===== src/rtl/jtag_pkg.sv =====
// Shared JTAG TAP types, IR opcodes and the seven-segment digit encoder
// for the board debug top.
package jtag_pkg;

  localparam int IR_W = 5;

  localparam logic [IR_W-1:0] IR_IDCODE = 5'h01;
  localparam logic [IR_W-1:0] IR_USER   = 5'h0A;
  localparam logic [IR_W-1:0] IR_STATUS = 5'h10;
  localparam logic [IR_W-1:0] IR_BYPASS = 5'h1F;

  typedef enum logic [3:0] {
    TAP_RESET, TAP_IDLE,
    TAP_SEL_DR, TAP_CAP_DR, TAP_SH_DR, TAP_EX1_DR, TAP_PAU_DR, TAP_EX2_DR, TAP_UPD_DR,
    TAP_SEL_IR, TAP_CAP_IR, TAP_SH_IR, TAP_EX1_IR, TAP_PAU_IR, TAP_EX2_IR, TAP_UPD_IR
  } tap_state_t;

  function automatic tap_state_t tap_next(input tap_state_t s, input logic tms);
    case (s)
      TAP_RESET:  return tms ? TAP_RESET  : TAP_IDLE;
      TAP_IDLE:   return tms ? TAP_SEL_DR : TAP_IDLE;
      TAP_SEL_DR: return tms ? TAP_SEL_IR : TAP_CAP_DR;
      TAP_CAP_DR: return tms ? TAP_EX1_DR : TAP_SH_DR;
      TAP_SH_DR:  return tms ? TAP_EX1_DR : TAP_SH_DR;
      TAP_EX1_DR: return tms ? TAP_UPD_DR : TAP_PAU_DR;
      TAP_PAU_DR: return tms ? TAP_EX2_DR : TAP_PAU_DR;
      TAP_EX2_DR: return tms ? TAP_UPD_DR : TAP_SH_DR;
      TAP_UPD_DR: return tms ? TAP_SEL_DR : TAP_IDLE;
      TAP_SEL_IR: return tms ? TAP_RESET  : TAP_CAP_IR;
      TAP_CAP_IR: return tms ? TAP_EX1_IR : TAP_SH_IR;
      TAP_SH_IR:  return tms ? TAP_EX1_IR : TAP_SH_IR;
      TAP_EX1_IR: return tms ? TAP_UPD_IR : TAP_PAU_IR;
      TAP_PAU_IR: return tms ? TAP_EX2_IR : TAP_PAU_IR;
      TAP_EX2_IR: return tms ? TAP_UPD_IR : TAP_SH_IR;
      default:    return tms ? TAP_SEL_DR : TAP_IDLE;
    endcase
  endfunction

  // Active-low segments, bit order {g,f,e,d,c,b,a}.
  function automatic logic [6:0] hex7seg(input logic [3:0] d);
    case (d)
      4'h0: return 7'h40;
      4'h1: return 7'h79;
      4'h2: return 7'h24;
      4'h3: return 7'h30;
      4'h4: return 7'h19;
      4'h5: return 7'h12;
      4'h6: return 7'h02;
      4'h7: return 7'h78;
      4'h8: return 7'h00;
      4'h9: return 7'h10;
      4'hA: return 7'h08;
      4'hB: return 7'h03;
      4'hC: return 7'h46;
      4'hD: return 7'h21;
      4'hE: return 7'h06;
      default: return 7'h0E;
    endcase
  endfunction

endpackage


===== src/rtl/jtag_tap.sv =====
// IEEE 1149.1 TAP oversampled in the clock_50 domain: input synchronizers,
// 16-state FSM, 5-bit IR, shared 32-bit DR shifter and registered tdo.
//
// state        | meaning
// TAP_RESET    | test-logic-reset, IR forced to IDCODE
// TAP_IDLE     | run-test/idle
// *_SEL_*      | select DR / IR scan column
// *_CAP_*      | capture parallel value into shifter
// *_SH_*       | shift one bit per tck rise, LSB out first
// *_EX*/PAU_*  | exit1 / pause / exit2 holding states
// *_UPD_*      | update: load IR, or strobe USER write
module jtag_tap
  import jtag_pkg::*;
#(
  parameter logic [31:0] IDCODE = 32'h1000_0001
) (
  input  logic            clock_50,
  input  logic            rst,
  input  logic            tck,
  input  logic            tms,
  input  logic            tdi,
  input  logic            n_trst,
  input  logic            n_rst,
  input  logic [31:0]     user_val,
  input  logic [31:0]     status_val,
  output logic            tdo,
  output logic            user_we,
  output logic [31:0]     user_wdata,
  output logic [IR_W-1:0] ir,
  output logic            n_rst_sync
);

  logic [2:0]      tck_q, tck_d;
  logic [1:0]      tms_q, tms_d, tdi_q, tdi_d, ntrst_q, ntrst_d, nrst_q, nrst_d;
  tap_state_t      state_q, state_d;
  logic [IR_W-1:0] ir_q, ir_d, ir_sh_q, ir_sh_d;
  logic [31:0]     dr_sh_q, dr_sh_d;
  logic            tdo_q, tdo_d, user_we_q, user_we_d;
  logic            rise, fall, tms_s, tdi_s, bypass;

  assign rise   = tck_q[1] & ~tck_q[2];
  assign fall   = ~tck_q[1] & tck_q[2];
  assign tms_s  = tms_q[1];
  assign tdi_s  = tdi_q[1];
  assign bypass = !(ir_q inside {IR_IDCODE, IR_USER, IR_STATUS});

  always_comb begin
    tck_d     = {tck_q[1:0], tck};
    tms_d     = {tms_q[0], tms};
    tdi_d     = {tdi_q[0], tdi};
    ntrst_d   = {ntrst_q[0], n_trst};
    nrst_d    = {nrst_q[0], n_rst};
    state_d   = state_q;
    ir_d      = ir_q;
    ir_sh_d   = ir_sh_q;
    dr_sh_d   = dr_sh_q;
    tdo_d     = tdo_q;
    user_we_d = 1'b0;

    if (state_q == TAP_RESET) ir_d = IR_IDCODE;

    if (rise) begin
      state_d = tap_next(state_q, tms_s);
      case (state_q)
        TAP_CAP_IR: ir_sh_d = 5'b00001;
        TAP_SH_IR:  ir_sh_d = {tdi_s, ir_sh_q[IR_W-1:1]};
        TAP_CAP_DR: begin
          case (ir_q)
            IR_IDCODE: dr_sh_d = IDCODE;
            IR_USER:   dr_sh_d = user_val;
            IR_STATUS: dr_sh_d = status_val;
            default:   dr_sh_d = '0;
          endcase
        end
        TAP_SH_DR: begin
          if (bypass) dr_sh_d[0] = tdi_s;
          else        dr_sh_d    = {tdi_s, dr_sh_q[31:1]};
        end
        default: ;
      endcase
      if (state_d == TAP_UPD_IR) ir_d = ir_sh_q;
      if (state_d == TAP_UPD_DR && ir_q == IR_USER) user_we_d = 1'b1;
    end

    if (fall) begin
      if (state_q == TAP_SH_IR)      tdo_d = ir_sh_q[0];
      else if (state_q == TAP_SH_DR) tdo_d = dr_sh_q[0];
      else                           tdo_d = 1'b0;
    end

    if (!ntrst_q[1]) begin
      state_d   = TAP_RESET;
      user_we_d = 1'b0;
    end
  end

  always_ff @(posedge clock_50 or posedge rst) begin
    if (rst) begin
      tck_q     <= '0;
      tms_q     <= '0;
      tdi_q     <= '0;
      ntrst_q   <= '1;
      nrst_q    <= '1;
      state_q   <= TAP_RESET;
      ir_q      <= IR_IDCODE;
      ir_sh_q   <= '0;
      dr_sh_q   <= '0;
      tdo_q     <= 1'b0;
      user_we_q <= 1'b0;
    end else begin
      tck_q     <= tck_d;
      tms_q     <= tms_d;
      tdi_q     <= tdi_d;
      ntrst_q   <= ntrst_d;
      nrst_q    <= nrst_d;
      state_q   <= state_d;
      ir_q      <= ir_d;
      ir_sh_q   <= ir_sh_d;
      dr_sh_q   <= dr_sh_d;
      tdo_q     <= tdo_d;
      user_we_q <= user_we_d;
    end
  end

  assign tdo        = tdo_q;
  assign user_we    = user_we_q;
  assign user_wdata = dr_sh_q;
  assign ir         = ir_q;
  assign n_rst_sync = nrst_q[1];

endmodule


===== src/rtl/sys_pll.sv =====
// Behavioural stand-in for the vendor PLL wrapper (50 MHz in, 50 MHz out);
// the board build replaces this file with the generated vendor IP.
module sys_pll (
  input  logic clk_in,
  output logic clk_out
);
  assign clk_out = clk_in;
endmodule


===== src/rtl/board_debug_top.sv =====
// Board top: JTAG TAP, JTAG-writable USER register on LEDs and hex displays.
// Define BOARD_HEX_DISPLAY_EN to drive the hex digits; otherwise they stay blank.
module board_debug_top
  import jtag_pkg::*;
#(
  parameter int          PLL    = 1,
  parameter logic [31:0] IDCODE = 32'h1000_0001
) (
  input  logic       clock_50,
  input  logic       rst,
  input  logic [3:0] key,
  input  logic [9:0] sw,
  output logic [9:0] led,
  output logic [6:0] hex0,
  output logic [6:0] hex1,
  output logic [6:0] hex2,
  output logic [6:0] hex3,
  output logic [6:0] hex4,
  output logic [6:0] hex5,
  input  logic       tck,
  input  logic       tms,
  input  logic       tdi,
  output logic       tdo,
  input  logic       n_trst,
  input  logic       n_rst,
  output logic       vt_ref
);

  logic            clk_sys;
  logic [31:0]     user_q, user_d;
  logic            user_we, n_rst_s;
  logic [31:0]     user_wdata;
  logic [IR_W-1:0] ir_unused;
  logic            unused_key0;

  if (PLL != 0) begin : g_pll
    sys_pll u_sys_pll (.clk_in(clock_50), .clk_out(clk_sys));
  end else begin : g_no_pll
    assign clk_sys = clock_50;
  end

  // key[0] is consumed by the board wrapper as the reset source.
  assign unused_key0 = key[0];

  jtag_tap #(.IDCODE(IDCODE)) u_tap (
    .clock_50   (clk_sys),
    .rst        (rst),
    .tck        (tck),
    .tms        (tms),
    .tdi        (tdi),
    .n_trst     (n_trst),
    .n_rst      (n_rst),
    .user_val   (user_q),
    .status_val ({16'h0, 3'b0, ~key[3:1], sw}),
    .tdo        (tdo),
    .user_we    (user_we),
    .user_wdata (user_wdata),
    .ir         (ir_unused),
    .n_rst_sync (n_rst_s)
  );

  always_comb begin
    user_d = user_q;
    if (!n_rst_s)     user_d = '0;
    else if (user_we) user_d = user_wdata;
  end

  always_ff @(posedge clk_sys or posedge rst) begin
    if (rst) user_q <= '0;
    else     user_q <= user_d;
  end

  assign led    = user_q[9:0];
  assign vt_ref = 1'b1;

`ifdef BOARD_HEX_DISPLAY_EN
  assign hex0 = hex7seg(user_q[3:0]);
  assign hex1 = hex7seg(user_q[7:4]);
  assign hex2 = hex7seg(user_q[11:8]);
  assign hex3 = hex7seg(user_q[15:12]);
  assign hex4 = hex7seg(user_q[19:16]);
  assign hex5 = hex7seg(user_q[23:20]);
`else
  assign hex0 = 7'h7F;
  assign hex1 = 7'h7F;
  assign hex2 = 7'h7F;
  assign hex3 = 7'h7F;
  assign hex4 = 7'h7F;
  assign hex5 = 7'h7F;
`endif

endmodule


===== config.mk =====
export PLATFORM = sky130hd
export DESIGN_NAME = board_debug_top
export DESIGN_NICKNAME = d
export VERILOG_FILES = /design/src/rtl/jtag_pkg.sv /design/src/rtl/jtag_tap.sv /design/src/rtl/sys_pll.sv /design/src/rtl/board_debug_top.sv
export SDC_FILE = /design/constraint.sdc
export NUM_CORES = 1
export LEC_CHECK = 0
export CORE_AREA = 2 2 119 121
export DETAILED_ROUTE_END_ITERATION = 7
export DIE_AREA = 0 0 121 123
export GPL_TIMING_DRIVEN = 0
export PLACE_DENSITY = 0.63
export SYNTH_ARGS = -nofsm -noshare
export SYNTH_HDL_FRONTEND = slang
export SYNTH_SLANG_ARGS = --single-unit

===== constraint.sdc =====
create_clock -name clock_50 -period 3.4 [get_ports clock_50]
set_input_delay 0.68 -clock clock_50 [delete_from_list [all_inputs] [get_ports clock_50]]
set_output_delay 0.68 -clock clock_50 [all_outputs]
set_load 0.05 [all_outputs]

==> tab_implementation.tex, run 1 <==
\begin{tabular}{lr}
\hline
Metric & Value \\
\hline
\multicolumn{2}{l}{\textbf{Setup path}} \\
\quad WP buf/inv & 2 \\
\quad CP Cell Sequence & buf\_4 -> clkdlybuf4s50\_1 \\
\quad Category of the worst setup path capture point & output pin \\
\quad Reg2reg start & u\_tap.ir[4]\$\_DFF\_PP0\_ \\
\quad R2R cell count & 5 \\
\quad FF-to-FF setup slack & between 1 and 1.5 ns \\
\quad CP Launch Type & flip-flop \\
\quad Worst-path cell with the longest stage delay & clkdlybuf4s50\_1 \\
\quad Worst Path Required & between 2 and 3 ns \\
\quad Family of cells with the greatest summed delay on the critical path & buffers and inverters \\
\quad Startpoint-to-endpoint class of the critical path & reg -> out \\
\quad Critical path peak fanout & 3 \\
\quad R2r endpoint & u\_tap.user\_wdata[20]\$\_DFFE\_PP0P\_ \\
\quad CP max stage delay & between 0.7 and 0.8 ns \\
\quad Arrival time of the worst setup path & 1.63 ns \\
\multicolumn{2}{l}{\textbf{Place}} \\
\quad Last weighted congestion value of the routability-driven placer & 0.824 \\
\quad HPWL after detailed placement & between 6 and 7 mm \\
\quad DP Worst Slack & 1.11 ns \\
\quad Count of port buffers added during placement & 30 \\
\multicolumn{2}{l}{\textbf{Floorplan}} \\
\quad DIE HEIGHT & about 120 um \\
\quad Total Die Area & 14900 sq um \\
\quad I/O pin count & 75 \\
\quad Number of placement rows & 43 \\
\quad Total core area & $\sim$14000 sq um \\
\quad Initial Utilization & approximately 35\% \\
\quad Width of the die & around 120 um \\
\multicolumn{2}{l}{\textbf{Final layout}} \\
\quad Fin nets & roughly 570 \\
\quad Number of antenna repair diodes & 0 \\
\quad Area added between synthesis and finish & 21.1\% \\
\quad Core utilization of the finished layout & about 43\% \\
\quad Fraction of final layout cells with drive strength greater than 1 & between 20\% and 30\% \\
\multicolumn{2}{l}{\textbf{Synthesis}} \\
\quad Number of warning messages in the yosys log & 0 \\
\quad Post-synth cell types & 53 \\
\quad Synthesis-stage register bit count & slightly above 90 \\
\quad Synthesized instance count & roughly 460 \\
\quad Fraction of synthesis flops using an asynchronous set or reset pin & 100\% \\
\quad Top flip-flop cell by instance count after synthesis & dfrtp\_1 \\
\quad Number of synthesized flops with an enable pin & 0 \\
\quad Part of the Yosys area used for sequential elements & between 40\% and 50\% \\
\quad Combined area of all synthesized cells & between 4000 and 5000 sq um \\
\quad Avg Synthesized Cell Area & approximately 10 sq um \\
\multicolumn{2}{l}{\textbf{Timing}} \\
\quad Fin Clk Skew & 0.0123 ns \\
\quad Hold Vio Cnt, Final & 0 \\
\quad FMAX & $\sim$0.43 GHz \\
\quad Remaining max-slew budget at the tightest pin & 42.5\% \\
\quad Worst-case hold slack & around 0.35 ns \\
\quad Unrepaired setup endpoints after global routing & no \\
\quad Final worst slack & 1.09 ns \\
\quad Total of endpoints with negative setup slack in the final report & 0 \\
\quad Measured slew at the worst slew-check pin & around 0.86 ns \\
\quad Max-slew violation total from the final report & 0 \\
\quad Clock period minus worst slack & roughly 2.3 ns \\
\quad Portion of the clock cycle consumed by the worst path in the final layout & about two thirds \\
\multicolumn{2}{l}{\textbf{Clock tree}} \\
\quad Clock latency on the worst-skew pair & 0.34 ns \\
\quad Total of cells resized after clock tree synthesis & 0 \\
\quad Sink Count & roughly 90 \\
\quad Setup Fix Bufs, Post-CTS & 0 \\
\quad Maximum clock insertion buffer count & 2 \\
\quad Worst-path clk slew & approximately 0.060 ns \\
\quad Library cell used as clock root buffer & clkbuf\_16 \\
\quad Clock tree from TritonCTS & yes \\
\quad Total CTS buffers & 9 \\
\quad \# H-tree levels & 3 \\
\quad Hold buffers post-CTS & 0 \\
\multicolumn{2}{l}{\textbf{GRT}} \\
\quad Maximum number of pins on one net before global-route repair & 65 \\
\quad All-Layer GR Usage & between 10 and 15\% \\
\quad Wire length of the first global-routing pass & approximately 16 mm \\
\quad Antenna violations before repair & 0 \\
\quad Total overflow reported by the global router & 0 \\
\quad Number of global-route vias before repair & roughly 3300 \\
\multicolumn{2}{l}{\textbf{Route}} \\
\quad Via Count & around 3500 \\
\quad Routed vias/inst & 4.75 \\
\quad First-pass DRT Iterations & 4 \\
\quad Total wire length after detailed routing & about 10 mm \\
\quad Post-DR wirelength/cell & roughly 14 um \\
\quad DRC violations left & 0 \\
\quad Antenna-violating nets left & 0 \\
\quad Number of design-rule violations left by the first detailed-router iteration & about 190 \\
\multicolumn{2}{l}{\textbf{Pwr}} \\
\quad Peak supply drop & about 0.5 mV \\
\quad Total design power & between 2 and 2.5 mW \\
\quad Leakage component of the power & about 2.5 nW \\
\quad Power per cell area & 412 nW/um\^{}2 \\
\multicolumn{2}{l}{\textbf{Min path}} \\
\quad Cell depth of the worst hold path & 0 \\
\quad Min-Delay Path Class & reg -> reg \\
\quad Source of the worst hold timing path & u\_tap.tms\_q[0]\$\_DFF\_PP0\_ \\
\quad Hold endpoint & u\_tap.tms\_q[1]\$\_DFF\_PP0\_ \\
\multicolumn{2}{l}{\textbf{Run status}} \\
\quad Outcome & finished clean \\
\multicolumn{2}{l}{\textbf{Flow run}} \\
\quad Max-Cap Viols & 0 \\
\hline
\end{tabular}
-- flip-flops by register name, summed over array words and instances, names as in the netlist --
signal / cells
u_tap.tdi_q: 2
u_tap.user_we: 1
u_tap.tdo: 1
u_tap.ir_sh_q: 5
u_tap.nrst_q: 2
u_tap.user_wdata: 32
u_tap.state_q: 4
u_tap.tck_q: 3
u_tap.ntrst_q: 2
u_tap.tms_q: 2
u_tap.ir: 5
user_q: 32
-- cell usage in the layout, fill, tap and decap left out, types with 3 or more instances in the layout --
| cell | synthesis | routed |
|---|---|---|
| a221o_1 | 9 | 9 |
| a21oi_1 | 4 | 4 |
| clkbuf_16 | 0 | 9 |
| nand2b_1 | 14 | 14 |
| a31o_2 | 3 | 3 |
| buf_4 | 54 | 54 |
| a31oi_1 | 8 | 8 |
| buf_1 | 5 | 5 |
| nand3_1 | 8 | 8 |
| o21ai_0 | 31 | 31 |
| nand2_1 | 52 | 52 |
| clkbuf_1 | 15 | 19 |
| nor2b_1 | 34 | 34 |
| nor2_1 | 10 | 10 |
| inv_1 | 8 | 7 |
| and2_1 | 3 | 3 |
| dfstp_2 | 5 | 5 |
| mux2_2 | 10 | 10 |
| mux2_4 | 10 | 10 |
| dfrtp_1 | 86 | 86 |
| clkdlybuf4s50_1 | 0 | 30 |
| mux2i_1 | 32 | 32 |
| buf_2 | 8 | 8 |
| conb_1 | 1 | 43 |
| a32o_1 | 12 | 12 |
-- worst register-to-register path: stages, from the launching register on --
cell and delay (ns):
dfrtp_1 0.43, nor2_1 0.52, a22oi_2 0.26, a21oi_4 0.43, buf_12 0.22, mux2_4 0.31
-- power by group --
group,internal (mW),switching [mW],leakage (nW),total [mW]
combinational,0.0837,0.174,1.09,0.257
sequential,1.10,0.0129,1.23,1.11
clock,0.644,0.395,0.148,1.04
total,1.83,0.581,2.47,2.41
-- metal layers --
metal | track usage, % | routed length (um)
met1 | 19.0 | 4620
met2 | 22.2 | 4660
met3 | 3.97 | 590
met4 | 4.07 | 130
met5 | 0 | 0
-- cells by family after synthesis --
kind of cell,count (synthesis),synth area share (%)
buffers and inverters,91,11.8
AOI/OAI and AO/OA,87,13.2
other,1,0.0778
and+or+nand+nor,137,15.1
xor gates and xnor gates,2,0.363
muxes,52,12.1
DFF,91,47.4
-- stage by stage --
| stage | cell area (sq um) | instances | TNS, ns |
|---|---|---|---|
| 2_1_floorplan | 4980 | 503 | 0 |
| 3_3_place_gp | 5510 | 713 | -88.48 |
| 3_5_place_dp | 5540 | 714 | 0 |
| 4_1_cts | 5840 | 730 | 0 |
| 5_1_grt | 5840 | 730 | 0 |
| 6_report | 5840 | 730 | 0 |
-- area by class of cell --
cell class | count | area [sq um]
Buffer | 83 | 541
Clock buffer | 13 | 240
Clock inverter | 3 | 65.1
Fill cell | 1305 | 7770
Inverter | 8 | 32.5
Multi-Input combinational cell | 321 | 2130
Sequential cell | 91 | 2280
Tap cell | 180 | 225
Timing Repair Buffer | 31 | 328
-- synth_stat cells, types with 3 or more instances --
master / instances / share of area [%]
a21oi_1: 4 / 0.42
a221o_1: 9 / 1.9
a31o_2: 3 / 0.54
a31oi_1: 8 / 1.0
a32o_1: 12 / 2.5
and2_1: 3 / 0.39
buf_1: 5 / 0.39
buf_2: 8 / 0.83
buf_4: 54 / 8.4
clkbuf_1: 15 / 1.2
dfrtp_1: 86 / 45
dfstp_2: 5 / 2.7
inv_1: 8 / 0.62
mux2_2: 10 / 2.3
mux2_4: 10 / 3.1
mux2i_1: 32 / 6.6
nand2_1: 52 / 4.0
nand2b_1: 14 / 1.8
nand3_1: 8 / 0.83
nor2_1: 10 / 0.78
nor2b_1: 34 / 4.4
o21ai_0: 31 / 3.2
-- how the worst max path moves through the flow --
stage                                      from                               end  slack (ns)  cells past startpoint
after floorplan                             rst             u_tap.ir[1]$_DFF_PP0_        0.36                      1
after global placement                      rst             user_q[5]$_DFFE_PP0P_       -1.03                      2
after detailed placement  u_tap.ir[0]$_DFF_PP1_  u_tap.user_wdata[16]$_DFFE_PP0P_        1.11                      6
after CTS                 user_q[0]$_DFFE_PP0P_                            led[0]        1.07                      2
after global routing      u_tap.ir[0]$_DFF_PP1_  u_tap.user_wdata[16]$_DFFE_PP0P_        0.93                      6
final                     user_q[1]$_DFFE_PP0P_                            led[1]        1.09                      2
Power figures use the tool's default switching activity.
==> inputs of run 2 (changes only) <==
- clock period: 3.4 -> 2.4 ns (I/O delays scaled with it)
==> run 2 against run 1 <==
Compared with the run above:
- non-clock buffer count is 1 higher
- utilization is 0.15 points higher
- critical path depth is 3 higher
- sequential cell count stayed put
- first-iteration DRC count is 12% higher
- largest cell class unchanged
- total power is 41% higher
- die area stayed put
- global-route usage is 0.23 points higher
- via count is 0.66% lower
- setup slack worse by 0.91 ns
- count of clock-buffer cells in the layout is 2 higher
==> tab_implementation.tex, run 2 (synthesis gave the netlist of run 1 again) <==
\begin{tabular}{lr}
\hline
Metric & Value \\
\hline
\multicolumn{2}{l}{\textbf{Run status}} \\
\quad Outcome & finished clean \\
\multicolumn{2}{l}{\textbf{Floorplan}} \\
\quad Initial Utilization & between 30\% and 40\% \\
\quad DIE HEIGHT & $\sim$120 um \\
\quad Width of the die & around 120 um \\
\quad Number of placement rows & between 40 and 50 \\
\quad Total core area & 13600 sq um \\
\quad Total Die Area & $\sim$15000 sq um \\
\quad I/O pin count & between 70 and 80 \\
\multicolumn{2}{l}{\textbf{Clock tree}} \\
\quad Clock tree from TritonCTS & yes \\
\quad Sink Count & 91 \\
\quad Library cell used as clock root buffer & clkbuf\_16 \\
\quad Total CTS buffers & 9 \\
\quad Worst-path clk slew & around 0.060 ns \\
\quad Clock latency on the worst-skew pair & around 0.34 ns \\
\quad \# H-tree levels & 3 \\
\quad Maximum clock insertion buffer count & 2 \\
\quad Hold buffers post-CTS & 0 \\
\multicolumn{2}{l}{\textbf{Route}} \\
\quad First-pass DRT Iterations & 4 \\
\quad Routed vias/inst & between 4 and 5 \\
\quad Post-DR wirelength/cell & about 14 um \\
\quad Antenna-violating nets left & 0 \\
\quad Total wire length after detailed routing & approximately 10 mm \\
\quad Via Count & 3445 \\
\quad Number of design-rule violations left by the first detailed-router iteration & 210 \\
\quad DRC violations left & 0 \\
\multicolumn{2}{l}{\textbf{GRT}} \\
\quad Antenna violations before repair & 0 \\
\quad All-Layer GR Usage & between 10 and 15\% \\
\quad Total overflow reported by the global router & 0 \\
\quad Maximum number of pins on one net before global-route repair & 43 \\
\quad Wire length of the first global-routing pass & about 17 mm \\
\quad Number of global-route vias before repair & 3312 \\
\multicolumn{2}{l}{\textbf{Final layout}} \\
\quad Core utilization of the finished layout & a little over two fifths \\
\quad Number of antenna repair diodes & 0 \\
\quad Fill cell count & around 1300 \\
\quad Fin nets & around 570 \\
\quad Most common cell after layout, fill and taps aside & dfrtp\_1 \\
\quad Fraction of final layout cells with drive strength greater than 1 & between 20\% and 30\% \\
\quad Area added between synthesis and finish & 21.5\% \\
\quad Commonest cells after routing, fill and taps aside & 86 x dfrtp\_1, 54 x buf\_4, 52 x nand2\_1 \\
\quad Final standard cell area without fillers & between 5000 and 6000 sq um \\
\multicolumn{2}{l}{\textbf{Timing}} \\
\quad Unrepaired setup endpoints after global routing & no \\
\quad Max-slew violation total from the final report & 0 \\
\quad Hold Vio Cnt, Final & 0 \\
\quad Measured slew at the worst slew-check pin & $\sim$0.87 ns \\
\quad FMAX & 0.451 GHz \\
\quad Fin Clk Skew & 0.00604 ns \\
\quad Clock period minus worst slack & about 2.2 ns \\
\quad Total of endpoints with negative setup slack in the final report & 0 \\
\quad Portion of the clock cycle consumed by the worst path in the final layout & between 90 and 100\% \\
\quad Remaining max-slew budget at the tightest pin & 41.7\% \\
\multicolumn{2}{l}{\textbf{Setup path}} \\
\quad R2r endpoint & u\_tap.user\_wdata[15]\$\_DFFE\_PP0P\_ \\
\quad Worst Path Required & 2.62 ns \\
\quad R2R cell count & 5 \\
\quad Reg2reg start & u\_tap.state\_q[1]\$\_DFFE\_PP0P\_ \\
\quad Startpoint-to-endpoint class of the critical path & reg -> reg \\
\quad End point of the critical path & u\_tap.user\_wdata[15]\$\_DFFE\_PP0P\_ \\
\quad Critical path peak fanout & 10 \\
\quad Launching instance or port of the critical path & u\_tap.state\_q[1]\$\_DFFE\_PP0P\_ \\
\quad FF-to-FF setup slack & about 0.18 ns \\
\quad Category of the worst setup path capture point & flip-flop \\
\quad CP Launch Type & flip-flop \\
\quad Arrival time of the worst setup path & about 2.4 ns \\
\multicolumn{2}{l}{\textbf{Pwr}} \\
\quad Leakage component of the power & between 2 and 2.5 nW \\
\quad Peak supply drop & approximately 0.43 mV \\
\quad Power per cell area & roughly 580 nW/um\^{}2 \\
\quad Total design power & $\sim$3.4 mW \\
\multicolumn{2}{l}{\textbf{Flow run}} \\
\quad Max-Cap Viols & 0 \\
\multicolumn{2}{l}{\textbf{Place}} \\
\quad Last weighted congestion value of the routability-driven placer & 0.793 \\
\quad Standard cell area after detailed placement & $\sim$5500 sq um \\
\quad HPWL after detailed placement & roughly 6.7 mm \\
\quad Count of port buffers added during placement & 30 \\
\multicolumn{2}{l}{\textbf{Min path}} \\
\quad Min-Delay Path Class & reg -> reg \\
\hline
\end{tabular}
==> run 2: critical path, stage by stage (launching register included) <==
cell and delay (ns):
dfrtp_1 0.46, or3b_1 0.38, a211o_1 0.37, a21oi_4 0.38, buf_12 0.21, mux2_4 0.30
==> run 2: how the worst min path moves through the flow <==
| stage | from | endpoint | slack (ns) | cells past startpoint |
|---|---|---|---|---|
| after floorplan | u_tap.tck_q[0]$_DFF_PP0_ | u_tap.tck_q[1]$_DFF_PP0_ | 0.33 | 0 |
| after global placement | u_tap.tms_q[0]$_DFF_PP0_ | u_tap.tms_q[1]$_DFF_PP0_ | 0.33 | 0 |
| after detailed placement | u_tap.tms_q[0]$_DFF_PP0_ | u_tap.tms_q[1]$_DFF_PP0_ | 0.34 | 0 |
| after CTS | u_tap.tms_q[0]$_DFF_PP0_ | u_tap.tms_q[1]$_DFF_PP0_ | 0.35 | 0 |
| after global routing | u_tap.ntrst_q[0]$_DFF_PP1_ | u_tap.ntrst_q[1]$_DFF_PP1_ | 0.36 | 0 |
| final | u_tap.tms_q[0]$_DFF_PP0_ | u_tap.tms_q[1]$_DFF_PP0_ | 0.35 | 0 |
==> run 2: power breakdown <==
part           leakage (nW)  switching (mW)  internal, mW
clock network         0.150           0.555         0.894
logic                  1.10           0.247         0.121
registers              1.23          0.0190          1.56
==> run 2: layout make-up <==
| cell class | instances | area [sq um] | share of cell area, % |
|---|---|---|---|
| Clock buffer | 15 | 278 | 4.74 |
| Timing Repair Buffer | 32 | 340 | 5.81 |
| Clock inverter | 1 | 30.0 | 0.512 |
| Multi-Input combinational cell | 321 | 2130 | 36.3 |
| Buffer | 83 | 542 | 9.24 |
| Tap cell | 180 | 225 | 3.84 |
| Inverter | 8 | 33.8 | 0.576 |
| Sequential cell | 91 | 2280 | 39.0 |
==> run 2: timing repair <==
item | 4_1_cts | 5_1_grt
endpoints found under the setup margin | 0 | 9
buffers inserted | 0 | 0
hold endpoints to repair | 0 | 0
resized for setup | 0 | 3
==> run 2: through the flow <==
step                      setup TNS, ns  std cells  hold WS, ns  setup slack (ns)
after floorplan                       0        503        0.331             0.411
after global placement           -11.29        713        0.334            -0.137
after detailed placement              0        715        0.337            0.0685
after CTS                             0        731        0.351            0.0965
after global routing                  0        731        0.364            0.0853
final                                 0        731        0.347             0.182
==> run 2: layer usage <==
layer  routed length [um]  vias up  global-route usage (%)
li1                     -     1679                       -
met1                 4780     1657                    19.3
met2                 4600       98                    22.7
met3                  548       11                    3.87
met4                   97        0                    4.07
met5                    0        -                       0
==> inputs of run 3 (changes only) <==
- clock period: 2.4 -> 2.3 ns (I/O delays scaled with it)
==> run 3 against run 2 <==
Compared with the run above:
- register-to-register slack worse by 0.03 ns
- clock power up 4%
- first-iteration DRC count is 15% lower
- critical path type unchanged
- via count increased by 0.99%
- highest routed layer unchanged
- critical path depth grew 1
==> tab_implementation.tex, run 3 (synthesis gave the netlist of run 1 again) <==
\begin{tabular}{lr}
\hline
Metric & Value \\
\hline
\multicolumn{2}{l}{\textbf{Timing}} \\
\quad FMAX & between 0.4 and 0.5 GHz \\
\quad Fin Clk Skew & approximately 0.0057 ns \\
\quad Remaining max-slew budget at the tightest pin & 45.2\% \\
\quad Clock period minus worst slack & $\sim$2.1 ns \\
\quad Max-slew violation total from the final report & 0 \\
\quad Unrepaired setup endpoints after global routing & no \\
\quad Final sum of negative setup slack & 0 ns \\
\quad Hold Vio Cnt, Final & 0 \\
\quad Total of endpoints with negative setup slack in the final report & 0 \\
\quad Measured slew at the worst slew-check pin & $\sim$0.82 ns \\
\quad Portion of the clock cycle consumed by the worst path in the final layout & between 90\% and 100\% \\
\multicolumn{2}{l}{\textbf{Route}} \\
\quad Routed vias/inst & around 4.7 \\
\quad Total wire length after detailed routing & 10.1 mm \\
\quad Post-DR wirelength/cell & 13.7 um \\
\quad Number of design-rule violations left by the first detailed-router iteration & about 180 \\
\quad DRC violations left & 0 \\
\quad Antenna-violating nets left & 0 \\
\quad Via Count & around 3500 \\
\quad First-pass DRT Iterations & 4 \\
\multicolumn{2}{l}{\textbf{Setup path}} \\
\quad Worst Path Required & 2.52 ns \\
\quad Arrival time of the worst setup path & 2.37 ns \\
\quad CP Launch Type & flip-flop \\
\quad Critical path peak fanout & 10 \\
\quad Category of the worst setup path capture point & flip-flop \\
\quad Startpoint-to-endpoint class of the critical path & reg -> reg \\
\multicolumn{2}{l}{\textbf{Clock tree}} \\
\quad Clock tree from TritonCTS & yes \\
\quad Library cell used as clock root buffer & clkbuf\_16 \\
\quad Clock latency on the worst-skew pair & between 0.3 and 0.4 ns \\
\quad Sink Count & 91 \\
\quad \# H-tree levels & 3 \\
\quad Maximum clock insertion buffer count & 2 \\
\quad Worst-path clk slew & $\sim$0.06 ns \\
\quad Total CTS buffers & 9 \\
\multicolumn{2}{l}{\textbf{GRT}} \\
\quad Total overflow reported by the global router & 0 \\
\quad Antenna violations before repair & 0 \\
\quad Number of global-route vias before repair & between 3000 and 4000 \\
\quad Wire length of the first global-routing pass & 16.8 mm \\
\quad Maximum number of pins on one net before global-route repair & 43 \\
\quad All-Layer GR Usage & $\sim$14\% \\
\multicolumn{2}{l}{\textbf{Final layout}} \\
\quad Core utilization of the finished layout & between 40 and 50\% \\
\quad Commonest cells after routing, fill and taps aside & 86 x dfrtp\_1, 57 x buf\_4, 52 x nand2\_1 \\
\quad Fill cell count & $\sim$1300 \\
\quad Fraction of final layout cells with drive strength greater than 1 & between 20\% and 30\% \\
\quad Number of antenna repair diodes & 0 \\
\quad Fin nets & 571 \\
\quad Most common cell after layout, fill and taps aside & dfrtp\_1 \\
\quad Area added between synthesis and finish & 22.5\% \\
\multicolumn{2}{l}{\textbf{Pwr}} \\
\quad Leakage component of the power & $\sim$2.5 nW \\
\quad Combinational share of power & between 10\% and 20\% \\
\quad Switching power & 857 uW \\
\quad Peak supply drop & between 0.4 and 0.5 mV \\
\quad Internal power summed over all cells & about 2.7 mW \\
\quad Switch share & about 24\% \\
\quad Power per cell area & about 600 nW/um\^{}2 \\
\quad Total design power & 3.54 mW \\
\quad Register share of total power & between 40\% and 50\% \\
\quad Clock power share & between 40\% and 50\% \\
\multicolumn{2}{l}{\textbf{Floorplan}} \\
\quad DIE HEIGHT & between 100 and 150 um \\
\quad I/O pin count & 75 \\
\quad Total Die Area & 14900 sq um \\
\quad Width of the die & 121 um \\
\quad Total core area & $\sim$14000 sq um \\
\quad Number of placement rows & between 40 and 50 \\
\quad Initial Utilization & between 30\% and 40\% \\
\multicolumn{2}{l}{\textbf{Flow run}} \\
\quad Max-Cap Viols & 0 \\
\multicolumn{2}{l}{\textbf{Run status}} \\
\quad Outcome & finished clean \\
\multicolumn{2}{l}{\textbf{Min path}} \\
\quad Min-Delay Path Class & reg -> reg \\
\multicolumn{2}{l}{\textbf{Place}} \\
\quad Count of port buffers added during placement & 30 \\
\quad HPWL after detailed placement & 6.75 mm \\
\quad Last weighted congestion value of the routability-driven placer & 0.793 \\
\hline
\end{tabular}
-- run 3: changes by cell type in the layout (fill, tap and decap cells not counted) --
| cell | delta |
|---|---|
| buf_4 | +3 |
| buf_12 | +1 |
| nor3_1 | -1 |
| nor3_2 | +1 |
-- run 3: what timing repair did --
item | CTS | global route
gates cloned | 0 | 0
hold buffers | 0 | 0
gates resized for setup | 1 | 2
buffers inserted | 0 | 4
endpoints found under the setup margin | 1 | 11
-- run 3: power groups by stage --
| stage | sequential [mW] | clock [mW] | combinational [mW] |
|---|---|---|---|
| 2_1_floorplan | 1.68 | 0 | 0.299 |
| 3_3_place_gp | 1.67 | 0 | 0.370 |
| 3_5_place_dp | 1.68 | 0 | 0.382 |
| 4_1_cts | 1.65 | 1.56 | 0.383 |
| 5_1_grt | 1.65 | 1.63 | 0.414 |
| 6_report | 1.65 | 1.51 | 0.384 |
-- run 3: path summary, 6_finish.rpt --
| kind | from | endpoint | slack [ns] | depth (start not counted) |
|---|---|---|---|---|
| worst max-delay path | u_tap.ir[0]$_DFF_PP1_ | u_tap.user_wdata[15]$_DFFE_PP0P_ | 0.15 | 6 |
| max in group asynchronous | rst | u_tap.nrst_q[0]$_DFF_PP1_ | 1.23 | 3 |
| min in group asynchronous | rst | user_q[0]$_DFFE_PP0P_ | 0.47 | 2 |
| worst max register to register | u_tap.ir[0]$_DFF_PP1_ | u_tap.user_wdata[15]$_DFFE_PP0P_ | 0.15 | 6 |
| worst min-delay path | u_tap.tms_q[0]$_DFF_PP0_ | u_tap.tms_q[1]$_DFF_PP0_ | 0.35 | 0 |
| worst min register to register | u_tap.tms_q[0]$_DFF_PP0_ | u_tap.tms_q[1]$_DFF_PP0_ | 0.35 | 0 |
-- run 3: per-layer routing --
layer / vias up / GRT usage (%) / share of wire (%)
met5: - / 0 / 0
met4: 0 / 4.07 / 0.93
met3: 9 / 3.87 / 5.9
met2: 106 / 22.7 / 46
met1: 1675 / 19.3 / 47
li1: 1689 / - / -
-- run 3: final cells by class --
class                      count  area, sq um  area share, %
buffer                        83          542           9.17
clock buffer                  15          278           4.70
inverter                       8         33.8          0.572
sequential                    91         2280           38.6
timing repair buffer          36          383           6.48
multi-input combinational    321         2130           36.1
clock inverter                 1         30.0          0.508
tap                          180          225           3.81
-- run 3: per-stage QoR --
step / area [sq um] / instances / hold slack (ns) / setup WS (ns)
floorplan: 4980 / 503 / 0.331 / 0.311
finish: 5910 / 735 / 0.347 / 0.151
global route: 5910 / 735 / 0.364 / 0.0286
CTS: 5860 / 731 / 0.351 / 0.0645
detailed placement: 5550 / 715 / 0.337 / -0.0315
global placement: 5510 / 713 / 0.334 / -0.217
-- run 3: worst max-delay path, cell delays in order (launching register included) --
cell and delay (ns):
dfstp_2 0.59, and3b_1 0.19, clkbuf_1 0.19, nand2_1 0.32
clkbuf_2 0.32, o21ai_0 0.16, mux2_4 0.27
